`config.mk`:
```
export PLATFORM = sky130hd
export DESIGN_NAME = calc_ctrl_flat
export DESIGN_NICKNAME = d
export VERILOG_FILES = /design/src/rtl/calc_pkg.sv /design/src/rtl/calc_ctrl_if.sv /design/src/rtl/btn_debounce.sv /design/src/rtl/calc_ctrl.sv /design/src/flat_wrapper.sv
export SDC_FILE = /design/constraint.sdc
export NUM_CORES = 1
export LEC_CHECK = 0
export ABC_CLOCK_PERIOD_IN_PS = 2100
export CAP_MARGIN = 20
export CORE_MARGIN = 1.5
export CORE_UTILIZATION = 50
export CTS_BUF_LIST = sky130_fd_sc_hd__clkbuf_16
export DETAILED_ROUTE_END_ITERATION = 7
export GPL_TIMING_DRIVEN = 0
export HOLD_SLACK_MARGIN = 0.03
export PLACE_DENSITY_LB_ADDON = 0.15
export SLEW_MARGIN = 20
export SYNTH_ARGS = -nofsm -noshare
export SYNTH_HDL_FRONTEND = slang
export SYNTH_HIERARCHICAL = 1
export SYNTH_SLANG_ARGS = --single-unit
```
`constraint.sdc`:
```
create_clock -name clk -period 2.1 [get_ports clk]
set_clock_uncertainty 0.2 [all_clocks]
set_input_delay 0.42 -clock clk [delete_from_list [all_inputs] [get_ports clk]]
set_output_delay 0.42 -clock clk [all_outputs]
set_load 0.02 [all_outputs]
```
`src/rtl/calc_pkg.sv`:
```
// Shared types and constants for the calculator sequencing controller.
// Holds the FSM encoding, default datapath width and signed-16 saturation helper.
package calc_pkg;

   typedef enum logic [1:0] {
      IDLE  = 2'd0,
      EXEC  = 2'd1,
      WRITE = 2'd2
   } state_t;

   localparam int CALC_WIDTH = 16;

   localparam logic signed [31:0] SAT_MAX = 32'sd32767;
   localparam logic signed [31:0] SAT_MIN = -32'sd32768;

   function automatic logic [15:0] sat16(input logic [31:0] v);
      if ($signed(v) > SAT_MAX) begin
         return SAT_MAX[15:0];
      end else if ($signed(v) < SAT_MIN) begin
         return SAT_MIN[15:0];
      end else begin
         return v[15:0];
      end
   endfunction

endpackage

```
`src/rtl/calc_ctrl_if.sv`:
```
// Button, switch, encoder, ALU and display signals of the calculator controller.
// slave is the controller side, master the surrounding board/ALU/encoder side.
interface calc_ctrl_if
   import calc_pkg::*;
#(
   parameter int WIDTH = CALC_WIDTH
);
   logic             btnc, btnl, btnr, btnu, btnd;
   logic [WIDTH-1:0] sw;
   logic             enc_btnc, enc_btnl, enc_btnr;
   logic [3:0]       enc_alu_op;
   logic [3:0]       alu_op;
   logic [31:0]      alu_op1;
   logic [31:0]      alu_op2;
   logic [31:0]      alu_result;
   logic             alu_zero;
   logic [WIDTH-1:0] led;
   logic             busy, done, zero_flag;

   modport slave (
      input  btnc, btnl, btnr, btnu, btnd, sw, enc_alu_op, alu_result, alu_zero,
      output enc_btnc, enc_btnl, enc_btnr, alu_op, alu_op1, alu_op2,
             led, busy, done, zero_flag
   );

   modport master (
      output btnc, btnl, btnr, btnu, btnd, sw, enc_alu_op, alu_result, alu_zero,
      input  enc_btnc, enc_btnl, enc_btnr, alu_op, alu_op1, alu_op2,
             led, busy, done, zero_flag
   );
endinterface

```
`src/rtl/btn_debounce.sv`:
```
// One push-button: 2-FF synchroniser, stability counter, accepted level and rising-edge pulse.
// The accepted level flips after DEBOUNCE_CYCLES consecutive samples that disagree with it.
module btn_debounce #(
   parameter int DEBOUNCE_CYCLES = 1000000
) (
   input  logic clk,
   input  logic rst,
   input  logic i_btn,
   output logic o_level,
   output logic o_pulse
);
   localparam int            CW       = (DEBOUNCE_CYCLES > 1) ? $clog2(DEBOUNCE_CYCLES) : 1;
   localparam logic [CW-1:0] CNT_LAST = CW'(DEBOUNCE_CYCLES - 1);

   logic          r_sync1, r_sync2;
   logic          r_level, r_level_d;
   logic [CW-1:0] r_cnt;

   always_ff @(posedge clk or posedge rst) begin
      if (rst) begin
         r_sync1   <= 1'b0;
         r_sync2   <= 1'b0;
         r_level   <= 1'b0;
         r_level_d <= 1'b0;
         r_cnt     <= '0;
      end else begin
         r_sync1   <= i_btn;
         r_sync2   <= r_sync1;
         r_level_d <= r_level;
         if (r_sync2 == r_level) begin
            r_cnt <= '0;
         end else if (r_cnt == CNT_LAST) begin
            r_level <= ~r_level;
            r_cnt   <= '0;
         end else begin
            r_cnt <= r_cnt + 1'b1;
         end
      end
   end

   assign o_level = r_level;
   assign o_pulse = r_level & ~r_level_d;

endmodule

```
`src/rtl/calc_ctrl.sv`:
```
// Calculator sequencer: debounced btnd runs one IDLE->EXEC->WRITE ALU operation on the accumulator, btnu clears.
// Define CALC_SAT_EN to saturate the written-back result to signed 16-bit instead of truncating.
module calc_ctrl
   import calc_pkg::*;
#(
   parameter int WIDTH           = CALC_WIDTH,
   parameter int DEBOUNCE_CYCLES = 1000000
) (
   input  logic        clk,
   input  logic        rst,
   calc_ctrl_if.slave  bus
);
   logic w_u_pulse, w_d_pulse;
   logic w_unused_c_pulse, w_unused_l_pulse, w_unused_r_pulse;
   logic w_unused_u_lvl, w_unused_d_lvl;

   btn_debounce #(.DEBOUNCE_CYCLES(DEBOUNCE_CYCLES)) u_db_c (
      .clk(clk), .rst(rst), .i_btn(bus.btnc), .o_level(bus.enc_btnc), .o_pulse(w_unused_c_pulse));
   btn_debounce #(.DEBOUNCE_CYCLES(DEBOUNCE_CYCLES)) u_db_l (
      .clk(clk), .rst(rst), .i_btn(bus.btnl), .o_level(bus.enc_btnl), .o_pulse(w_unused_l_pulse));
   btn_debounce #(.DEBOUNCE_CYCLES(DEBOUNCE_CYCLES)) u_db_r (
      .clk(clk), .rst(rst), .i_btn(bus.btnr), .o_level(bus.enc_btnr), .o_pulse(w_unused_r_pulse));
   btn_debounce #(.DEBOUNCE_CYCLES(DEBOUNCE_CYCLES)) u_db_u (
      .clk(clk), .rst(rst), .i_btn(bus.btnu), .o_level(w_unused_u_lvl), .o_pulse(w_u_pulse));
   btn_debounce #(.DEBOUNCE_CYCLES(DEBOUNCE_CYCLES)) u_db_d (
      .clk(clk), .rst(rst), .i_btn(bus.btnd), .o_level(w_unused_d_lvl), .o_pulse(w_d_pulse));

   state_t           r_state, w_state_nxt;
   logic [WIDTH-1:0] r_acc, r_led, r_op2;
   logic [3:0]       r_op;
   logic [31:0]      r_res;
   logic             r_zflag, r_zero_flag;
   logic             w_done;
   logic [WIDTH-1:0] w_wb_val;

`ifdef CALC_SAT_EN
   assign w_wb_val = WIDTH'(sat16(r_res));
`else
   logic w_unused_res_hi;
   assign w_wb_val        = r_res[WIDTH-1:0];
   assign w_unused_res_hi = ^r_res[31:WIDTH];
`endif

   always_ff @(posedge clk or posedge rst) begin
      if (rst) begin
         r_state <= IDLE;
      end else begin
         r_state <= w_state_nxt;
      end
   end

   // Clear has priority over every state, so a simultaneous btnd press is simply lost.
   always_comb begin
      w_state_nxt = r_state;
      w_done      = 1'b0;
      if (w_u_pulse) begin
         w_state_nxt = IDLE;
      end else begin
         case (r_state)
            IDLE:    if (w_d_pulse) w_state_nxt = EXEC;
            EXEC:    w_state_nxt = WRITE;
            WRITE: begin
               w_state_nxt = IDLE;
               w_done      = 1'b1;
            end
            default: w_state_nxt = IDLE;
         endcase
      end
   end

   always_ff @(posedge clk or posedge rst) begin
      if (rst) begin
         r_acc       <= '0;
         r_led       <= '0;
         r_op2       <= '0;
         r_op        <= '0;
         r_res       <= '0;
         r_zflag     <= 1'b0;
         r_zero_flag <= 1'b0;
      end else if (w_u_pulse) begin
         r_acc       <= '0;
         r_led       <= '0;
         r_zero_flag <= 1'b0;
      end else begin
         case (r_state)
            IDLE: begin
               if (w_d_pulse) begin
                  r_op2 <= bus.sw;
                  r_op  <= bus.enc_alu_op;
               end
            end
            EXEC: begin
               r_res   <= bus.alu_result;
               r_zflag <= bus.alu_zero;
            end
            WRITE: begin
               r_acc       <= w_wb_val;
               r_led       <= w_wb_val;
               r_zero_flag <= r_zflag;
            end
            default: ;
         endcase
      end
   end

   assign bus.alu_op    = r_op;
   assign bus.alu_op1   = {{(32-WIDTH){r_acc[WIDTH-1]}}, r_acc};
   assign bus.alu_op2   = {{(32-WIDTH){r_op2[WIDTH-1]}}, r_op2};
   assign bus.led       = r_led;
   assign bus.busy      = (r_state != IDLE);
   assign bus.done      = w_done;
   assign bus.zero_flag = r_zero_flag;

endmodule
```
`src/flat_wrapper.sv`:
```
// flat-port wrapper written by rule: the top's interface ports become plain ports
module calc_ctrl_flat import calc_pkg::*;
#(
   parameter int WIDTH           = CALC_WIDTH,
   parameter int DEBOUNCE_CYCLES = 1000000
)
  (clk, rst, bus_btnc, bus_btnl, bus_btnr, bus_btnu, bus_btnd, bus_sw, bus_enc_alu_op, bus_alu_result, bus_alu_zero, bus_enc_btnc, bus_enc_btnl, bus_enc_btnr, bus_alu_op, bus_alu_op1, bus_alu_op2, bus_led, bus_busy, bus_done, bus_zero_flag);
  calc_ctrl_if #(.WIDTH(WIDTH)) bus_i ();
  input  logic clk;
  input  logic rst;
  input wire logic [$bits(bus_i.btnc)-1:0] bus_btnc;
  input wire logic [$bits(bus_i.btnl)-1:0] bus_btnl;
  input wire logic [$bits(bus_i.btnr)-1:0] bus_btnr;
  input wire logic [$bits(bus_i.btnu)-1:0] bus_btnu;
  input wire logic [$bits(bus_i.btnd)-1:0] bus_btnd;
  input wire logic [$bits(bus_i.sw)-1:0] bus_sw;
  input wire logic [$bits(bus_i.enc_alu_op)-1:0] bus_enc_alu_op;
  input wire logic [$bits(bus_i.alu_result)-1:0] bus_alu_result;
  input wire logic [$bits(bus_i.alu_zero)-1:0] bus_alu_zero;
  output wire logic [$bits(bus_i.enc_btnc)-1:0] bus_enc_btnc;
  output wire logic [$bits(bus_i.enc_btnl)-1:0] bus_enc_btnl;
  output wire logic [$bits(bus_i.enc_btnr)-1:0] bus_enc_btnr;
  output wire logic [$bits(bus_i.alu_op)-1:0] bus_alu_op;
  output wire logic [$bits(bus_i.alu_op1)-1:0] bus_alu_op1;
  output wire logic [$bits(bus_i.alu_op2)-1:0] bus_alu_op2;
  output wire logic [$bits(bus_i.led)-1:0] bus_led;
  output wire logic [$bits(bus_i.busy)-1:0] bus_busy;
  output wire logic [$bits(bus_i.done)-1:0] bus_done;
  output wire logic [$bits(bus_i.zero_flag)-1:0] bus_zero_flag;
  assign bus_i.btnc = bus_btnc;
  assign bus_i.btnl = bus_btnl;
  assign bus_i.btnr = bus_btnr;
  assign bus_i.btnu = bus_btnu;
  assign bus_i.btnd = bus_btnd;
  assign bus_i.sw = bus_sw;
  assign bus_i.enc_alu_op = bus_enc_alu_op;
  assign bus_i.alu_result = bus_alu_result;
  assign bus_i.alu_zero = bus_alu_zero;
  assign bus_enc_btnc = bus_i.enc_btnc;
  assign bus_enc_btnl = bus_i.enc_btnl;
  assign bus_enc_btnr = bus_i.enc_btnr;
  assign bus_alu_op = bus_i.alu_op;
  assign bus_alu_op1 = bus_i.alu_op1;
  assign bus_alu_op2 = bus_i.alu_op2;
  assign bus_led = bus_i.led;
  assign bus_busy = bus_i.busy;
  assign bus_done = bus_i.done;
  assign bus_zero_flag = bus_i.zero_flag;
  calc_ctrl #(.WIDTH(WIDTH), .DEBOUNCE_CYCLES(DEBOUNCE_CYCLES)) u_core (.clk(clk), .rst(rst), .bus(bus_i));
endmodule
```
==> results.json <==
{
  "drc_errors": 0,
  "crit_buf_inv": 1,
  "powerDensity_nw_per_um2": 599.5,
  "cts_tree": "yes",
  "fill_cells": 1290,
  "cp_data_arrival_time_ns": 1.44,
  "p_int_mw": 5.081,
  "avgSynthCellArea_um2": 11.14,
  "root_buffer": "clkbuf_16",
  "startpoint": "u_core/bus.led[11]",
  "cp-end-kind": "primary output",
  "clkTransAtPathRegs_ns": 0.06,
  "hold_violations": 0,
  "ys_warn_count": 6,
  "r2r_cells": 4,
  "viasPerCell": 5.348,
  "power_frac_seq": 0.526,
  "drive_above_1_share": 0.2230,
  "drv_cap": 0,
  "final_antenna_net_count": 0,
  "reg2reg_slack_ns": 0.12,
  "die-height_um": 132.5,
  "fin_nets": 1000,
  "regArea_um2": 4334,
  "pre_cts_ws_ns": -0.4674,
  "fp-row-count": 47,
  "die_w_um": 132.5,
  "wl_per_cell_um": 15.10,
  "required_ns": 1.48,
  "p_leak_nw": 5.066,
  "cts_buffer_depth": 2,
  "coreArea_um2": 16470,
  "syn-num-nets": 818,
  "vias": 6236,
  "cts_max_level": 4,
  "initialDrtViolationCount": 327,
  "post_layout_nonfiller_instances": 1166,
  "final_util": 0.6540,
  "endpoint": "bus_alu_op1[11]",
  "io_buffers": 133,
  "cts_inserted_buffers": 17,
  "switching_share": 0.2130,
  "grt_pass1_wl_um": 29680,
  "power_switching_mw": 1.375,
  "max_freq_mhz": 484.5,
  "hpwl_um": 12390,
  "max_stage_delay_ns": 0.63,
  "syn_area_um2": 8391,
  "crit_chain": "clkdlybuf4s50_1",
  "design.die.area_um2": 17570,
  "path_delay_family": "buffers and inverters",
  "slowest_stage": "clkdlybuf4s50_1",
  "slew_headroom": 0.4077,
  "first_pass_iters": 5,
  "grt_max_degree": 30,
  "pwr-share-clk": 0.430,
  "track_usage": 0.2091,
  "multiInputGateArea_um2": 3528,
  "status": "finished, final reports clean",
  "place_congestion": 0.8207,
  "antenna_found_initial": 0,
  "hold_path_class": "reg -> reg",
  "crit_path_max_fanout": 3,
  "grt.overflow.total": 0,
  "setup_viol": 0,
  "pwr-share-comb": 0.044,
  "worst_slew_pin_slew_ns": 0.8875,
  "ir_worst_vdd_mv": 0.5581,
  "maxSlewViolCount": 0,
  "holdWs_ns": 0.1470,
  "post-place-cells": 1107,
  "start_kind": "flip-flop",
  "grt_pass1_vias": 6189,
  "ioPinCount": 150,
  "initial_core_util": 0.5096,
  "drt-total-wl_um": 17610,
  "reg2reg_to": "u_core/u_db_c/o_level",
  "rr_startpoint": "u_core/u_db_c/r_cnt[12]",
  "cp.depth": 1,
  "postSynthCellCount": 753,
  "syn2layout_area_growth_pct": 28.35,
  "min_period_over_period": 0.9829,
  "clock_latency_ns": 0.42,
  "fin_crit_ns": 2.064,
  "fin_ws_ns": 0.03582,
  "antenna-diode-count": 0,
  "clock-sinks": 173,
  "crit_type": "reg -> out"
}
sequential cells by signal (all words and copies together), names as in the netlist, 2 cells and up:
name	cells
u_core/bus.alu_op	4
u_core/bus.led	16
u_core/r_op2	16
u_core/r_res	16
u_core/r_state	2
u_core/u_db_c/r_cnt	20
u_core/u_db_d/r_cnt	20
u_core/u_db_l/r_cnt	20
u_core/u_db_r/r_cnt	20
u_core/u_db_u/r_cnt	20
per-stage QoR:
stage	total power, mW	TNS, ns	area, um^2
after floorplan	3.583	0	8391
after CTS	6.546	-0.01333	10620
after global routing	6.711	-0.001909	10770
after global placement	3.704	-60.51	9997
final	6.456	0	10770
after detailed placement	3.720	-1.900	10020
timing repair:
item,4_1_cts,5_1_grt
setup buffers,17,14
resized for setup,66,11
pin swaps,5,6
setup endpoints to repair,102,22
hold buffers,0,0
power groups by stage:
stage          Clock [mW]  Sequential (mW)  Combinational, mW
3_3_place_gp            0             3.45              0.251
6_report             2.78             3.40              0.282
3_5_place_dp            0             3.46              0.264
4_1_cts              2.87             3.40              0.284
5_1_grt              2.99             3.40              0.317
2_1_floorplan           0             3.45              0.135
metal layers:
metal  global-route usage  vias up  routed length [um]
li1                     -     2975                   -
met1               0.2568     3053                7362
met2               0.3601      181                8993
met3              0.04559       27                 847
met4              0.08364        0                 410
met5                    0        -                   0
how the worst min path moves through the flow:
stage	from	to	depth (start not counted)	slack (ns)
finish	u_core/u_db_d/r_sync1	u_core/u_db_d/r_sync2	0	0.15
global route	u_core/u_db_d/r_sync1	u_core/u_db_d/r_sync2	0	0.16
floorplan	u_core/u_db_c/r_sync1	u_core/u_db_c/r_sync2	0	0.13
CTS	u_core/u_db_d/r_sync1	u_core/u_db_d/r_sync2	0	0.15
global placement	u_core/u_db_c/r_sync1	u_core/u_db_c/r_sync2	0	0.13
detailed placement	u_core/u_db_d/r_sync1	u_core/u_db_d/r_sync2	0	0.14
placed cells by master (no fill, tap or decap), types with 5 or more instances in the layout:
| cell | instances |
|---|---|
| nor4_1 | 11 |
| nand3_2 | 5 |
| xnor2_1 | 35 |
| and4_2 | 5 |
| nor4b_2 | 6 |
| and3_1 | 10 |
| or3_2 | 5 |
| nor2_1 | 81 |
| xor2_1 | 35 |
| clkinv_1 | 5 |
| o21ai_0 | 10 |
| o31ai_1 | 10 |
| nor4_4 | 5 |
| nor3_1 | 10 |
| dfrtp_1 | 169 |
| mux2i_1 | 5 |
| nand2_1 | 69 |
| clkbuf_16 | 17 |
| o41ai_4 | 5 |
| a21oi_1 | 42 |
| buf_2 | 6 |
| and4_1 | 10 |
| inv_1 | 13 |
| clkdlybuf4s50_1 | 79 |
| buf_6 | 9 |
| or4_1 | 10 |
| nand4_1 | 25 |
| dlygate4sd2_1 | 50 |
| nand3_1 | 30 |
| buf_4 | 80 |
| mux2_2 | 30 |
| mux2_4 | 9 |
| nand4b_1 | 5 |
| and3_2 | 5 |
| or3_1 | 5 |
area by class of cell:
class | count | area share
Buffer | 66 | 0.05008
Clock buffer | 17 | 0.03950
Clock inverter | 13 | 0.008133
Inverter | 11 | 0.003834
Multi-Input combinational cell | 501 | 0.3276
Sequential cell | 173 | 0.4025
Tap cell | 220 | 0.02556
Timing Repair Buffer | 165 | 0.1428
(Power assumes the default switching activity.)
